`config.mk`:
```
export PLATFORM = sky130hd
export DESIGN_NAME = rename_retirer
export DESIGN_NICKNAME = d
export VERILOG_FILES = /design/src/rtl/rename_retirer_pkg.sv /design/src/rtl/rename_retirer_phys_release_dec.sv /design/src/rtl/rename_retirer.sv
export SDC_FILE = /design/constraint.sdc
export NUM_CORES = 1
export LEC_CHECK = 0
export ABC_CLOCK_PERIOD_IN_PS = 3900
export CORE_MARGIN = 2
export CORE_UTILIZATION = 40
export DETAILED_ROUTE_END_ITERATION = 6
export GPL_TIMING_DRIVEN = 0
export PLACE_DENSITY = 0.6
export SYNTH_ARGS = -nofsm -noshare
export SYNTH_HDL_FRONTEND = slang
export SYNTH_SLANG_ARGS = --single-unit
```
`constraint.sdc`:
```
create_clock -name clk -period 3.9 [get_ports clk]
set_input_delay 0.585 -clock clk [delete_from_list [all_inputs] [get_ports clk]]
set_output_delay 0.585 -clock clk [all_outputs]
set_load 0.01 [all_outputs]
```
`src/rtl/rename_retirer_pkg.sv`:
```
// Shared sizing, FSM encodings and arch-register helpers for the rename retirement path.
package rename_retirer_pkg;

   localparam int PHYS_REGS = 32;
   localparam int PR_ADDR_W = 5;
   localparam int ROB_DEPTH = 8;
   localparam int ROB_TAG_W = 3;
   localparam int ARCH_REGS = 10;
   localparam int ARCH_W    = 4;

   localparam logic [0:0] RR_IDLE  = 1'b0;
   localparam logic [0:0] RR_FLUSH = 1'b1;

   localparam logic [ARCH_W-1:0] ARCH_NONE0 = 4'd0;
   localparam logic [ARCH_W-1:0] ARCH_NONE1 = 4'd1;

   // Arch 0/1 carry no rename, so their phys regs are never released.
   function automatic logic arch_renames(input logic [ARCH_W-1:0] arch);
      return (arch != ARCH_NONE0) && (arch != ARCH_NONE1);
   endfunction

   function automatic logic arch_in_table(input logic [ARCH_W-1:0] arch);
      return arch_renames(arch) && (arch < ARCH_W'(ARCH_REGS));
   endfunction

endpackage

```
`src/rtl/rename_retirer_phys_release_dec.sv`:
```
// Phys register + enable to one-hot free-pool mask; bit i stands for phys i+2.
module phys_release_dec
   import rename_retirer_pkg::*;
(
   input  logic                 en,
   input  logic [PR_ADDR_W-1:0] phys,
   output logic [PHYS_REGS-3:0] mask
);

   // Phys 0/1 are hardwired and have no bit in the mask
   always_comb begin
      mask = '0;
      if (en && (phys >= PR_ADDR_W'(2))) begin
         mask[phys - PR_ADDR_W'(2)] = 1'b1;
      end else begin
         mask = '0;
      end
   end

endmodule

```
`src/rtl/rename_retirer.sv`:
```
// In-order retirement queue for renamed micro-ops: commits aliases, frees superseded
// phys regs on retire, and unwinds fresh allocations youngest-first on flush.
module rename_retirer
   import rename_retirer_pkg::*;
#(
   parameter int DEPTH = ROB_DEPTH,
   parameter int TAG_W = ROB_TAG_W
) (
   input  logic                           clk,
   input  logic                           rst,
   input  logic                           alloc_valid,
   output logic                           alloc_ready,
   input  logic [2*ARCH_W-1:0]            alloc_arch_regs,
   input  logic [2*PR_ADDR_W-1:0]         alloc_new_regs,
   input  logic [2*PR_ADDR_W-1:0]         alloc_old_regs,
   output logic [TAG_W-1:0]               alloc_tag,
   input  logic                           done_valid,
   input  logic [TAG_W-1:0]               done_tag,
   output logic [PHYS_REGS-3:0]           free_release,
   output logic                           commit_valid,
   output logic [PR_ADDR_W*ARCH_REGS-1:0] commit_aliases,
   input  logic                           flush,
   output logic                           flush_busy
);

   logic [0:0]             state_r;
   logic [TAG_W-1:0]       head_r;
   logic [TAG_W-1:0]       tail_r;
   logic [TAG_W:0]         count_r;
   logic [DEPTH-1:0]       valid_r;
   logic [DEPTH-1:0]       done_r;
   logic [2*ARCH_W-1:0]    arch_r [DEPTH];
   logic [2*PR_ADDR_W-1:0] new_r  [DEPTH];
   logic [2*PR_ADDR_W-1:0] old_r  [DEPTH];
   logic [PR_ADDR_W-1:0]   alias_r [ARCH_REGS];
   logic [PHYS_REGS-3:0]   free_r;
   logic                   commit_r;

   logic                   accept_s;
   logic                   retire_s;
   logic                   squash_s;
   logic                   flush_go_s;
   logic [TAG_W-1:0]       last_s;
   logic [2*ARCH_W-1:0]    sel_arch_s;
   logic [2*PR_ADDR_W-1:0] sel_phys_s;
   logic                   rel_en0_s;
   logic                   rel_en1_s;
   logic [PHYS_REGS-3:0]   mask0_s;
   logic [PHYS_REGS-3:0]   mask1_s;
   logic [ARCH_W-1:0]      head_arch0_s;
   logic [ARCH_W-1:0]      head_arch1_s;

   assign alloc_ready = (state_r == RR_IDLE) && (count_r < (TAG_W+1)'(DEPTH));
   assign alloc_tag   = tail_r;
   assign flush_busy  = (state_r == RR_FLUSH);
   assign last_s      = tail_r - TAG_W'(1);

   // Per-edge action select; a flush request pre-empts accept and retire
   always_comb begin
      accept_s   = 1'b0;
      retire_s   = 1'b0;
      squash_s   = 1'b0;
      flush_go_s = 1'b0;
      if (state_r == RR_IDLE) begin
         if (flush) begin
            flush_go_s = 1'b1;
         end else begin
            accept_s = alloc_valid && alloc_ready;
            retire_s = valid_r[head_r] && done_r[head_r];
         end
      end else begin
         squash_s = (count_r != '0);
      end
   end

   // Retire frees the superseded regs at head; squash frees the fresh regs at tail-1
   always_comb begin
      if (squash_s) begin
         sel_arch_s = arch_r[last_s];
         sel_phys_s = new_r[last_s];
      end else begin
         sel_arch_s = arch_r[head_r];
         sel_phys_s = old_r[head_r];
      end
   end

   assign rel_en0_s = (retire_s || squash_s) && arch_renames(sel_arch_s[ARCH_W-1:0]);
   assign rel_en1_s = (retire_s || squash_s) && arch_renames(sel_arch_s[2*ARCH_W-1:ARCH_W]);

   phys_release_dec u_rel0 (
      .en   (rel_en0_s),
      .phys (sel_phys_s[PR_ADDR_W-1:0]),
      .mask (mask0_s)
   );

   phys_release_dec u_rel1 (
      .en   (rel_en1_s),
      .phys (sel_phys_s[2*PR_ADDR_W-1:PR_ADDR_W]),
      .mask (mask1_s)
   );

   // FSM, queue pointers, occupancy and per-entry valid/done flags
   always_ff @(posedge clk) begin
      if (rst) begin
         state_r <= RR_IDLE;
         head_r  <= '0;
         tail_r  <= '0;
         count_r <= '0;
         valid_r <= '0;
         done_r  <= '0;
      end else begin
         case (state_r)
            RR_IDLE: begin
               state_r <= flush_go_s ? RR_FLUSH : RR_IDLE;
               if (done_valid && valid_r[done_tag]) begin
                  done_r[done_tag] <= 1'b1;
               end
               if (retire_s) begin
                  valid_r[head_r] <= 1'b0;
                  done_r[head_r]  <= 1'b0;
                  head_r          <= head_r + TAG_W'(1);
               end
               if (accept_s) begin
                  valid_r[tail_r] <= 1'b1;
                  done_r[tail_r]  <= 1'b0;
                  tail_r          <= tail_r + TAG_W'(1);
               end
               case ({accept_s, retire_s})
                  2'b10:   count_r <= count_r + (TAG_W+1)'(1);
                  2'b01:   count_r <= count_r - (TAG_W+1)'(1);
                  default: count_r <= count_r;
               endcase
            end
            RR_FLUSH: begin
               if (squash_s) begin
                  valid_r[last_s] <= 1'b0;
                  done_r[last_s]  <= 1'b0;
                  tail_r          <= last_s;
                  count_r         <= count_r - (TAG_W+1)'(1);
                  state_r         <= (count_r == (TAG_W+1)'(1)) ? RR_IDLE : RR_FLUSH;
               end else begin
                  state_r <= RR_IDLE;
               end
            end
            default: begin
               state_r <= RR_IDLE;
            end
         endcase
      end
   end

   // Entry payload written on accept
   always_ff @(posedge clk) begin
      if (rst) begin
         for (int i = 0; i < DEPTH; i++) begin
            arch_r[i] <= '0;
            new_r[i]  <= '0;
            old_r[i]  <= '0;
         end
      end else if (accept_s) begin
         arch_r[tail_r] <= alloc_arch_regs;
         new_r[tail_r]  <= alloc_new_regs;
         old_r[tail_r]  <= alloc_old_regs;
      end
   end

   assign head_arch0_s = arch_r[head_r][ARCH_W-1:0];
   assign head_arch1_s = arch_r[head_r][2*ARCH_W-1:ARCH_W];

   // Committed alias table; slot1 is written last so it wins on a shared arch
   always_ff @(posedge clk) begin
      if (rst) begin
         for (int r = 0; r < ARCH_REGS; r++) begin
            alias_r[r] <= PR_ADDR_W'(r);
         end
      end else if (retire_s) begin
         if (arch_in_table(head_arch0_s)) begin
            alias_r[head_arch0_s] <= new_r[head_r][PR_ADDR_W-1:0];
         end
         if (arch_in_table(head_arch1_s)) begin
            alias_r[head_arch1_s] <= new_r[head_r][2*PR_ADDR_W-1:PR_ADDR_W];
         end
      end
   end

   // Registered one-cycle release and commit pulses
   always_ff @(posedge clk) begin
      if (rst) begin
         free_r   <= '0;
         commit_r <= 1'b0;
      end else begin
         free_r   <= mask0_s | mask1_s;
         commit_r <= retire_s;
      end
   end

   assign free_release = free_r;
   assign commit_valid = commit_r;

   for (genvar g = 0; g < ARCH_REGS; g++) begin : g_alias
      assign commit_aliases[g*PR_ADDR_W +: PR_ADDR_W] = alias_r[g];
   end

endmodule

```
==> flow_summary.yaml, run 1 <==
outcome:
  status: "completed"
worst_setup_path:
  crit_top_cell: "buf_4"
  cp_num_buf_inv: 7
  slowest_stage: "or4b_1"
  critical_path.max_fanout: 10
  critPathMaxStageDelay_ns: 0.42
  r2r-start: "alloc_tag[0]$_SDFFE_PP0P_"
  reg2reg_setup_slack_ns: 0.09
  r2r-end: "free_release[1]$_SDFF_PP0_"
  worstPathRequired_ns: 4.33
  ff2ff_path_depth: 17
  crit_arrival_ns: 4.24
  end_kind: "flip-flop"
  path_class: "reg2reg"
  critPathLaunchType: "flip-flop"
  crit_family: "buffers and inverters"
  crit_path_cell_trace: "buf_4, clkinvlp_4, buf_4, ha_4, xor2_4, buf_6, buf_12, buf_4, nand2_1, nand3_1, and3_1, nor2_1, ha_2, nand3b_1, or4b_1, buf_2, o32ai_1"
layout:
  diodes: 0
  drive_gt1_share_pct: 16.8
  syn2layout_area_growth_pct: 23.0
  final_util_pct: 49.5
  design_area_um2: 20100
  fin_nets: 1491
yosys:
  yosys.area_share.simple_pct: 17.0
  synth_top_family_by_area: "simple AND/OR/NAND/NOR gates"
  synth.largest_area_cell: "edfxtp_1"
  synthCells: 1266
  synth_ff_type: "edfxtp_1"
  synth_most_common_cell: "edfxtp_1"
  yosysWarnings: 0
  synth_compound_area_share_pct: 8.19
  synth_edf_count: 274
  synth-seq-cells: 335
  synth-xor-area-share_pct: 0.895
  muxShareOfSynthArea_pct: 12.4
  netlist_area_um2: 16400
  ys_types: 76
  async_reset_ff_share_pct: 0
  synth_area_per_cell_um2: 12.9
  synth_top_area_share_pct: 50.3
  synth-adder-area-share_pct: 0.765
  synthTopCellsByCount: "274 x edfxtp_1, 179 x and2_1, 77 x nand2_1, 67 x and3_1, 63 x nor2_1"
  seq_area_frac_synth_pct: 57.7
  ys_top_cells_by_area: "edfxtp_1 50%, mux4_2 8.5%, dfxtp_1 7.5%, and2_1 6.8%, mux2i_1 2.7%"
sta:
  worst_slack_ns: 0.0915
  period_minus_slack_ns: 3.81
  setup_viol: 0
  hold_viol: 0
  maxSlewViolCount: 0
  worst_pin_slew_ns: 1.23
  slew_headroom_pct: 17.4
  timing.final.crit_share_pct: 97.7
  skew_ns: 0.0200
  max_freq_ghz: 0.263
  hold_slack_ns: 0.490
place:
  port_buffers: 121
  dpl_cell_area_um2: 18500
  place.gp.congestion: 0.888
  dp_hpwl_um: 35000
  place_ws_ns: -1.32
floorplan:
  fp-row-count: 74
  die_w_um: 206
  die_area_um2: 42500
  core_um2: 40600
  die_y_um: 206
  start_util_pct: 40.3
  io_pins: 122
min_path:
  whs_endpoint: "done_r[4]$_SDFFE_PP0P_"
  hold_class: "reg2reg"
  whs_path_depth: 2
  min_from: "done_r[4]$_SDFFE_PP0P_"
detailed_routing:
  antenna_left: 0
  dr.pass1.iters: 6
  viasPerCell: 5.92
  drc: 0
  wire_per_inst_um: 25.4
  drtIter0Drc: 1337
  vias: 11900
  drt_wl_total_um: 51000
clocking:
  cts_tree: "done"
  cts_buffers: 38
  clock_tree.root_cell: "clkbuf_16"
  cts_buffer_depth: 3
  clk-insertion-delay-late_ns: 0.54
  clk_pin_slew_ns: 0.06
  htree_levels: 2
  cts_sinks: 335
global_routing:
  grt.total_usage_pct: 24.2
  grt_max_degree: 24
  grt_pass1_vias: 11600
  antenna_found_initial: 0
  overflow: 0
  grt_pass1_wl_um: 75300
pwr:
  p_leak_nw: 7.14
  finalPower_mw: 10.4
  powerDensity_nw_per_um2: 516
  peakVddDrop_mv: 0.305
flow_run:
  cap_violations: 0
## layout by cell type, fill, tap and decap left out, types with 6 or more instances in the layout
master,netlist,routed
o22ai_1,23,23
edfxtp_1,274,274
nand2_1,77,71
inv_1,12,11
buf_6,4,10
buf_4,7,18
clkinv_1,0,8
a21oi_1,33,32
clkbuf_16,0,39
clkbuf_2,0,6
buf_1,13,6
clkinv_2,0,7
a22oi_1,11,11
buf_12,1,6
conb_1,2,10
ha_1,10,7
clkbuf_1,46,43
and2_1,179,179
o32ai_1,31,28
or3_1,8,8
xnor2_1,8,7
dfxtp_1,61,61
o21ai_0,21,19
o211ai_1,7,7
mux2_2,12,12
nor2_1,63,59
nand2_2,0,6
and3_1,67,67
a211oi_1,6,6
mux2i_1,44,38
buf_2,15,7
nand3_1,24,23
a31oi_1,12,11
nor3_1,26,23
nand2b_1,10,10
mux4_2,62,62
nor2b_1,11,10
clkdlybuf4s50_1,0,121
## routing by layer
layer / vias to the layer above / global-route usage (%) / routed length, um
li1: 5184 / - / -
met1: 5926 / 33.1 / 21300
met2: 637 / 38.7 / 23500
met3: 126 / 4.57 / 4530
met4: 0 / 8.49 / 1670
met5: - / 0 / 0
## power by group
| group | total [mW] | internal, mW | switching (mW) |
|---|---|---|---|
| Combinational | 2.55 | 0.947 | 1.61 |
| Clock | 3.69 | 2.21 | 1.48 |
| Sequential | 4.14 | 4.05 | 0.0940 |
| Total | 10.4 | 7.20 | 3.18 |
## what timing repair did
item,CTS,global route
resized for setup,45,27
pin swaps,1,1
setup buffers,3,3
endpoints found under the setup margin,179,121
hold buffers,0,0
## state kept, by name, indices dropped and copies added, names as in the netlist, 4 cells and up, named ones only
register	count
new_r	80
old_r	80
arch_r	64
alias_r	50
free_release	30
done_r	8
valid_r	8
count_r	4
## final cells by class
| class | instances | area, um2 |
|---|---|---|
| Inverter | 13 | 52.6 |
| Clock inverter | 25 | 268 |
| Fill cell | 3529 | 20500 |
| Clock buffer | 45 | 1020 |
| Buffer | 83 | 487 |
| Timing Repair Buffer | 136 | 1450 |
| Tap cell | 532 | 666 |
| Sequential cell | 335 | 9450 |
| Multi-Input combinational cell | 838 | 6740 |
## per-stage QoR
| step | std cells | setup TNS (ns) |
|---|---|---|
| 6_report | 2007 | 0 |
| 5_1_grt | 2007 | -0.00864 |
| 4_1_cts | 2008 | 0 |
| 3_5_place_dp | 1936 | -125.16 |
| 3_3_place_gp | 1927 | -441.87 |
| 2_1_floorplan | 1274 | -11.70 |
## tightest hold or removal path: cells and delay by family (launching register included)
kind           cells  cell delay [ns]
flip-flops         1             0.31
AO/OA/AOI/OAI      2             0.13
## kinds of logic after synthesis
family	count (synthesis)
xor+xnor	15
fa+ha+maj	10
simple gates	499
other cells	2
compound gates	184
mux	120
buf+inv	101
flops	335
## how the worst max path moves through the flow
stage,start,endpoint,cells after the start
after floorplan,flush,arch_r[6][0]$_SDFFCE_PN0P_,3
after global placement,flush,old_r[6][2]$_SDFFCE_PN0P_,4
after detailed placement,alloc_tag[0]$_SDFFE_PP0P_,free_release[11]$_SDFF_PP0_,16
after CTS,flip-flop,free_release[10]$_SDFF_PP0_,10
after global routing,alloc_tag[0]$_SDFFE_PP0P_,free_release[1]$_SDFF_PP0_,17
final,alloc_tag[0]$_SDFFE_PP0P_,free_release[1]$_SDFF_PP0_,17
(Power assumes the default switching activity.)
==> inputs of run 2 (changes only) <==
- CTS_CLUSTER_DIAMETER: default -> 80
- PLACE_DENSITY: 0.6 -> 0.7
==> run 2 against run 1 <==
- flip-flop and latch count stayed put
- highest routed layer is now met5
- clock-buffer cell count is 6 higher
- utilization is 0.38 points lower
- first-iteration DRC count is 12% lower
- die area stayed put
- wire length is 4.3% lower
- via count is 0.41% higher
- setup slack worse by 0.054 ns
- design area is 0.76% lower
- critical path depth stayed put
==> flow_summary.yaml, run 2 (synthesized netlist as in run 1, its figures left out) <==
layout:
  fin_nets: 1487
  syn2layout_area_growth_pct: 22.1
  drive_gt1_share_pct: 16.1
  top_regs: "new_r: 80 flops, old_r: 80 flops, arch_r: 64 flops"
  final_util_pct: 49.2
  final_cell_mix: "274 x edfxtp_1, 179 x and2_1, 121 x clkdlybuf4s50_1"
  final_common_cell: "edfxtp_1"
outcome:
  status: "completed"
worst_setup_path:
  crit_family: "buffers and inverters"
  crit_top_cell: "buf_4"
  path_class: "reg2reg"
  crit_path_cell_trace: "buf_4, clkinvlp_4, buf_4, ha_2, xor2_4, buf_6, buf_12, buf_4, nand2_1, nand3_1, and3_1, nor2_1, ha_1, nand3b_1, or4b_1, buf_2, o32ai_1"
  critical_path.max_fanout: 10
  slowest_stage: "or4b_1"
  critPathMaxStageDelay_ns: 0.44
  crit_arrival_ns: 4.29
  worstPathRequired_ns: 4.33
  critPathLaunchType: "flip-flop"
  end_kind: "flip-flop"
  cp_num_buf_inv: 7
sta:
  maxSlewViolCount: 0
  hold_viol: 0
  max_freq_ghz: 0.259
  slew_headroom_pct: 18.9
  worst_pin_slew_ns: 1.21
  skew_ns: 0.0109
  finalSetupTns_ns: 0
  setup_viol: 0
  period_minus_slack_ns: 3.86
  timing.final.crit_share_pct: 99.0
  rsz0062_at_grt: "yes"
  hold_slack_ns: 0.479
detailed_routing:
  drt_wl_total_um: 48800
  wl_met1_um: 19300
  drc: 0
  viasPerCell: 5.95
  vias: 11900
  top_layer_used: "met5"
  wire_per_inst_um: 24.4
  drtIter0Drc: 1171
  antenna_left: 0
  dr.pass1.iters: 6
  wl_met3_um: 5140
  wl_met2_um: 22800
floorplan:
  die_area_um2: 42500
  core_um2: 40600
  die_y_um: 206
  die_w_um: 206
  start_util_pct: 40.3
  io_pins: 122
  fp-row-count: 74
pwr:
  peakVddDrop_mv: 0.260
  internal_power_mw: 6.94
  clockPowerShare_pct: 34.3
  powerDensity_nw_per_um2: 504
  p_leak_nw: 7.04
  pwr-share-comb_pct: 24.5
  seqPwrFrac_pct: 41.2
  switching_share_pct: 31.0
  power.switching_mw: 3.12
global_routing:
  grt_pass1_wl_um: 72600
  grt_max_degree: 29
  grt_pass1_vias: 11600
  antenna_found_initial: 1
  overflow: 0
  grt.total_usage_pct: 23.1
clocking:
  clk-insertion-delay-late_ns: 0.54
  cts_tree: "done"
  cts_sinks: 335
  clock_tree.root_cell: "clkbuf_16"
  htree_levels: 2
  cts_buffers: 38
  clk_pin_slew_ns: 0.06
  cts_buffer_depth: 3
place:
  dp_hpwl_um: 33500
  port_buffers: 121
  place.gp.congestion: 0.916
min_path:
  hold_class: "reg2reg"
flow_run:
  cap_violations: 0
## run 2: layout make-up
| cell class | instances | area [um2] |
|---|---|---|
| antenna | 1 | 2.50 |
| multi-input combinational | 838 | 6770 |
| sequential | 335 | 9450 |
| clock inverter | 18 | 134 |
| timing repair buffer | 131 | 1350 |
| clock buffer | 51 | 1060 |
| fill | 3504 | 20700 |
| tap | 532 | 666 |
| inverter | 13 | 52.6 |
| buffer | 84 | 494 |
## run 2: power by group through the flow
| stage | registers [mW] | logic (mW) | clock network (mW) |
|---|---|---|---|
| CTS | 4.14 | 2.29 | 3.49 |
| global placement | 4.21 | 2.12 | 0 |
| global route | 4.16 | 2.57 | 3.62 |
| detailed placement | 4.21 | 2.17 | 0 |
| floorplan | 4.20 | 1.39 | 0 |
| finish | 4.14 | 2.47 | 3.45 |
## run 2: layer usage
metal / global-route usage, % / vias up
met5: 0 / -
met4: 8.32 / 2
met3: 5.09 / 124
met2: 37.5 / 734
met1: 30.5 / 5887
li1: - / 5175
## run 2: path summary, 6_finish.rpt
| kind | start | to | slack [ns] | cells after the start |
|---|---|---|---|---|
| max | alloc_tag[0]$_SDFFE_PP0P_ | free_release[25]$_SDFF_PP0_ | 0.04 | 17 |
| min | done_r[4]$_SDFFE_PP0P_ | done_r[4]$_SDFFE_PP0P_ | 0.48 | 2 |
| max reg2reg | alloc_tag[0]$_SDFFE_PP0P_ | free_release[25]$_SDFF_PP0_ | 0.04 | 17 |
| min reg2reg | done_r[4]$_SDFFE_PP0P_ | done_r[4]$_SDFFE_PP0P_ | 0.48 | 2 |
## run 2: timing repair
| item | in CTS | in global routing |
|---|---|---|
| buffers inserted | 3 | 1 |
| resized for setup | 34 | 41 |
| hold endpoints to repair | 0 | 0 |
| hold buffers | 0 | 0 |
| pin swaps | 1 | 1 |
| setup endpoints to repair | 170 | 116 |
## run 2: worst reg2reg max path, delay by kind of cell (launching register included)
| kind | cells | cell delay (ns) |
|---|---|---|
| compound gates | 1 | 0.34 |
| simple gates | 6 | 1.00 |
| flops | 1 | 0.36 |
| buf+inv | 7 | 1.34 |
| xor+xnor | 1 | 0.20 |
| fa+ha+maj | 2 | 0.50 |
## run 2: metrics by stage
stage | total power [mW] | std cells | cell area, um2 | setup WS (ns)
2_1_floorplan | 5.59 | 1274 | 16400 | -0.209
3_3_place_gp | 6.33 | 1927 | 18300 | -3.53
3_5_place_dp | 6.38 | 1933 | 18400 | -1.26
4_1_cts | 9.91 | 2005 | 19800 | 0.00805
5_1_grt | 10.4 | 2002 | 20000 | -0.0352
6_report | 10.1 | 2003 | 20000 | 0.0371
==> inputs of run 3 (changes only) <==
- CORE_UTILIZATION: 40 -> 53
- PLACE_DENSITY: 0.7 -> 0.86
==> run 3 against run 2 <==
- clock skew is 0.0033 ns higher
- register-to-register slack worse by 0.05 ns
- highest routed layer is now met4
- clock-buffer cell count is 5 lower
- combinational power hardly changed
- largest cell class unchanged
- die area is 24% lower
- final cell count is 7.2% lower
- fmax is 1.3% lower
- the run now ends with negative setup slack left
- wire length is 2.7% lower
- non-clock buffer count is 3 lower
- design area is 1.7% lower
- sequential share of layout area is 0.80 points higher
==> flow_summary.yaml, run 3 (synthesized netlist as in run 1, its figures left out) <==
clocking:
  cts_buffers: 36
  clock_tree.root_cell: "clkbuf_16"
  postCtsHoldBufs: 0
  htree_levels: 2
  cts_sinks: 335
  clk_pin_slew_ns: 0.07
  cts_tree: "done"
  clk-insertion-delay-late_ns: 0.53
  cts_buffer_depth: 3
global_routing:
  grt.total_usage_pct: 29.2
  grt_pass1_wl_um: 72300
  grt_pass1_vias: 12100
  grt_most_used_layer: "met2"
  use_met3_pct: 7.82
  grt_max_degree: 29
  antenna_found_initial: 1
  use_met2_pct: 46.9
  grtUsageMet1_pct: 37.5
  overflow: 0
worst_setup_path:
  cp.depth: 7
  ff2ff_path_depth: 7
  path_class: "reg2reg"
  reg2reg_setup_slack_ns: -0.01
  worstPathRequired_ns: 4.04
  crit_path_cell_trace: "buf_4, buf_2, buf_2, buf_1, nand2_1, or3_1, nand2_2"
  critPathMaxStageDelay_ns: 0.70
  crit_start: "alloc_tag[0]$_SDFFE_PP0P_"
  crit_family: "simple AND/OR/NAND/NOR gates"
  worstSetupEndpoint: "new_r[1][6]$_SDFFCE_PN0P_"
  r2r-end: "new_r[1][6]$_SDFFCE_PN0P_"
  r2r-start: "alloc_tag[0]$_SDFFE_PP0P_"
  critPathLaunchType: "flip-flop"
  crit_arrival_ns: 4.05
  end_kind: "flip-flop"
  cp_num_buf_inv: 4
  crit_top_cell: "buf_2"
  critical_path.max_fanout: 28
  slowest_stage: "nand2_2"
detailed_routing:
  drc: 0
  drtIter0Drc: 1742
  vias: 12300
  drt_wl_total_um: 47500
  antenna_left: 0
  dr.pass1.iters: 6
  wire_per_inst_um: 25.6
  viasPerCell: 6.62
floorplan:
  io_pins: 122
  fp-row-count: 64
  die_y_um: 180
  die_area_um2: 32300
  start_util_pct: 53.6
  die_w_um: 180
  core_um2: 30500
pwr:
  peakVddDrop_mv: 0.397
  p_leak_nw: 6.99
  powerDensity_nw_per_um2: 505
layout:
  seq_area_um2: 9450
  final_cell_mix: "274 x edfxtp_1, 179 x and2_1, 121 x clkdlybuf4s50_1"
  final_util_pct: 64.4
  fin_nets: 1482
  multi_input_area_um2: 6720
  top_regs: "new_r: 80 flops, old_r: 80 flops, arch_r: 64 flops"
  fillers: 2197
  design_area_um2: 19600
  drive_gt1_share_pct: 16.1
  syn2layout_area_growth_pct: 20.1
  final_common_cell: "edfxtp_1"
sta:
  max_freq_ghz: 0.256
  skew_ns: 0.0142
  finalSetupTns_ns: -0.0957
  maxSlewViolCount: 0
  hold_viol: 0
  rsz0062_at_grt: "yes"
  slew_headroom_pct: 25.2
  setup_viol: 13
  period_minus_slack_ns: 3.91
  worst_slack_ns: -0.0127
  timing.final.crit_share_pct: 100
  worst_pin_slew_ns: 1.12
place:
  dp_hpwl_um: 32000
  place.gp.congestion: 0.960
  dpl_cell_area_um2: 18200
  port_buffers: 121
outcome:
  violations: "negative setup slack"
  status: "finished with violations"
flow_run:
  cap_violations: 0
min_path:
  hold_class: "reg2reg"
run 3: cell count changes in the layout (fill, tap and decap cells not counted), moves of 2 or more:
cell	delta
buf_12	-3
clkbuf_1	-8
clkbuf_16	-2
buf_6	-3
clkbuf_8	+2
buf_4	+2
o2111ai_4	-2
nor2_1	-2
buf_1	+3
o2111ai_2	+2
mux2i_4	-2
mux2i_1	+3
run 3: worst min path at each step:
stage,to,slack (ns),start,cells past startpoint
5_1_grt,valid_r[4]$_SDFFE_PP0P_,0.53,valid_r[4]$_SDFFE_PP0P_,2
4_1_cts,done_r[0]$_SDFFE_PP0P_,0.49,done_r[0]$_SDFFE_PP0P_,2
3_5_place_dp,done_r[0]$_SDFFE_PP0P_,0.48,done_r[0]$_SDFFE_PP0P_,2
3_3_place_gp,done_r[3]$_SDFFE_PP0P_,0.46,done_r[3]$_SDFFE_PP0P_,2
2_1_floorplan,done_r[0]$_SDFFE_PP0P_,0.45,done_r[0]$_SDFFE_PP0P_,2
6_report,done_r[0]$_SDFFE_PP0P_,0.49,done_r[0]$_SDFFE_PP0P_,2
run 3: final cells by class:
cell class                      count  share of cell area (%)
Multi-Input combinational cell    838                    34.2
Clock buffer                       46                    5.20
Timing Repair Buffer              129                    6.70
Buffer                             83                    2.40
Antenna cell                        1                  0.0127
Clock inverter                     18                   0.592
Sequential cell                   335                    48.1
Inverter                           13                   0.267
Tap cell                          396                    2.52
run 3: metal layers:
metal / wire length [um] / vias up
met3: 5870 / 215
met5: 0 / -
met2: 22000 / 1008
met4: 2360 / 0
li1: - / 5164
met1: 17200 / 5927
run 3: stage by stage:
step	hold WS, ns	worst slack (ns)	std cells	power [mW]
after global placement	0.463	-3.33	1791	6.26
after floorplan	0.454	-0.209	1274	5.59
after detailed placement	0.478	-1.11	1794	6.34
after CTS	0.486	0.00501	1859	9.72
after global routing	0.532	-0.0270	1858	10.2
final	0.490	-0.0127	1859	9.91
run 3: report_power, final:
part	internal (mW)	switching, mW
registers	4.05	0.0997
clock network	1.92	1.40
logic	0.893	1.55
total	6.86	3.05
run 3: timing repair:
action                     CTS  global route
setup endpoints to repair  171           100
resized for setup           37            28
setup buffers                2             3
pin swaps                    0             1
hold endpoints to repair     0             0
run 3: worst min-delay path: cells and delay by family (launching register included):
kind	cells	cell delay (ns)
AOI/OAI and AO/OA	2	0.13
DFF	1	0.31
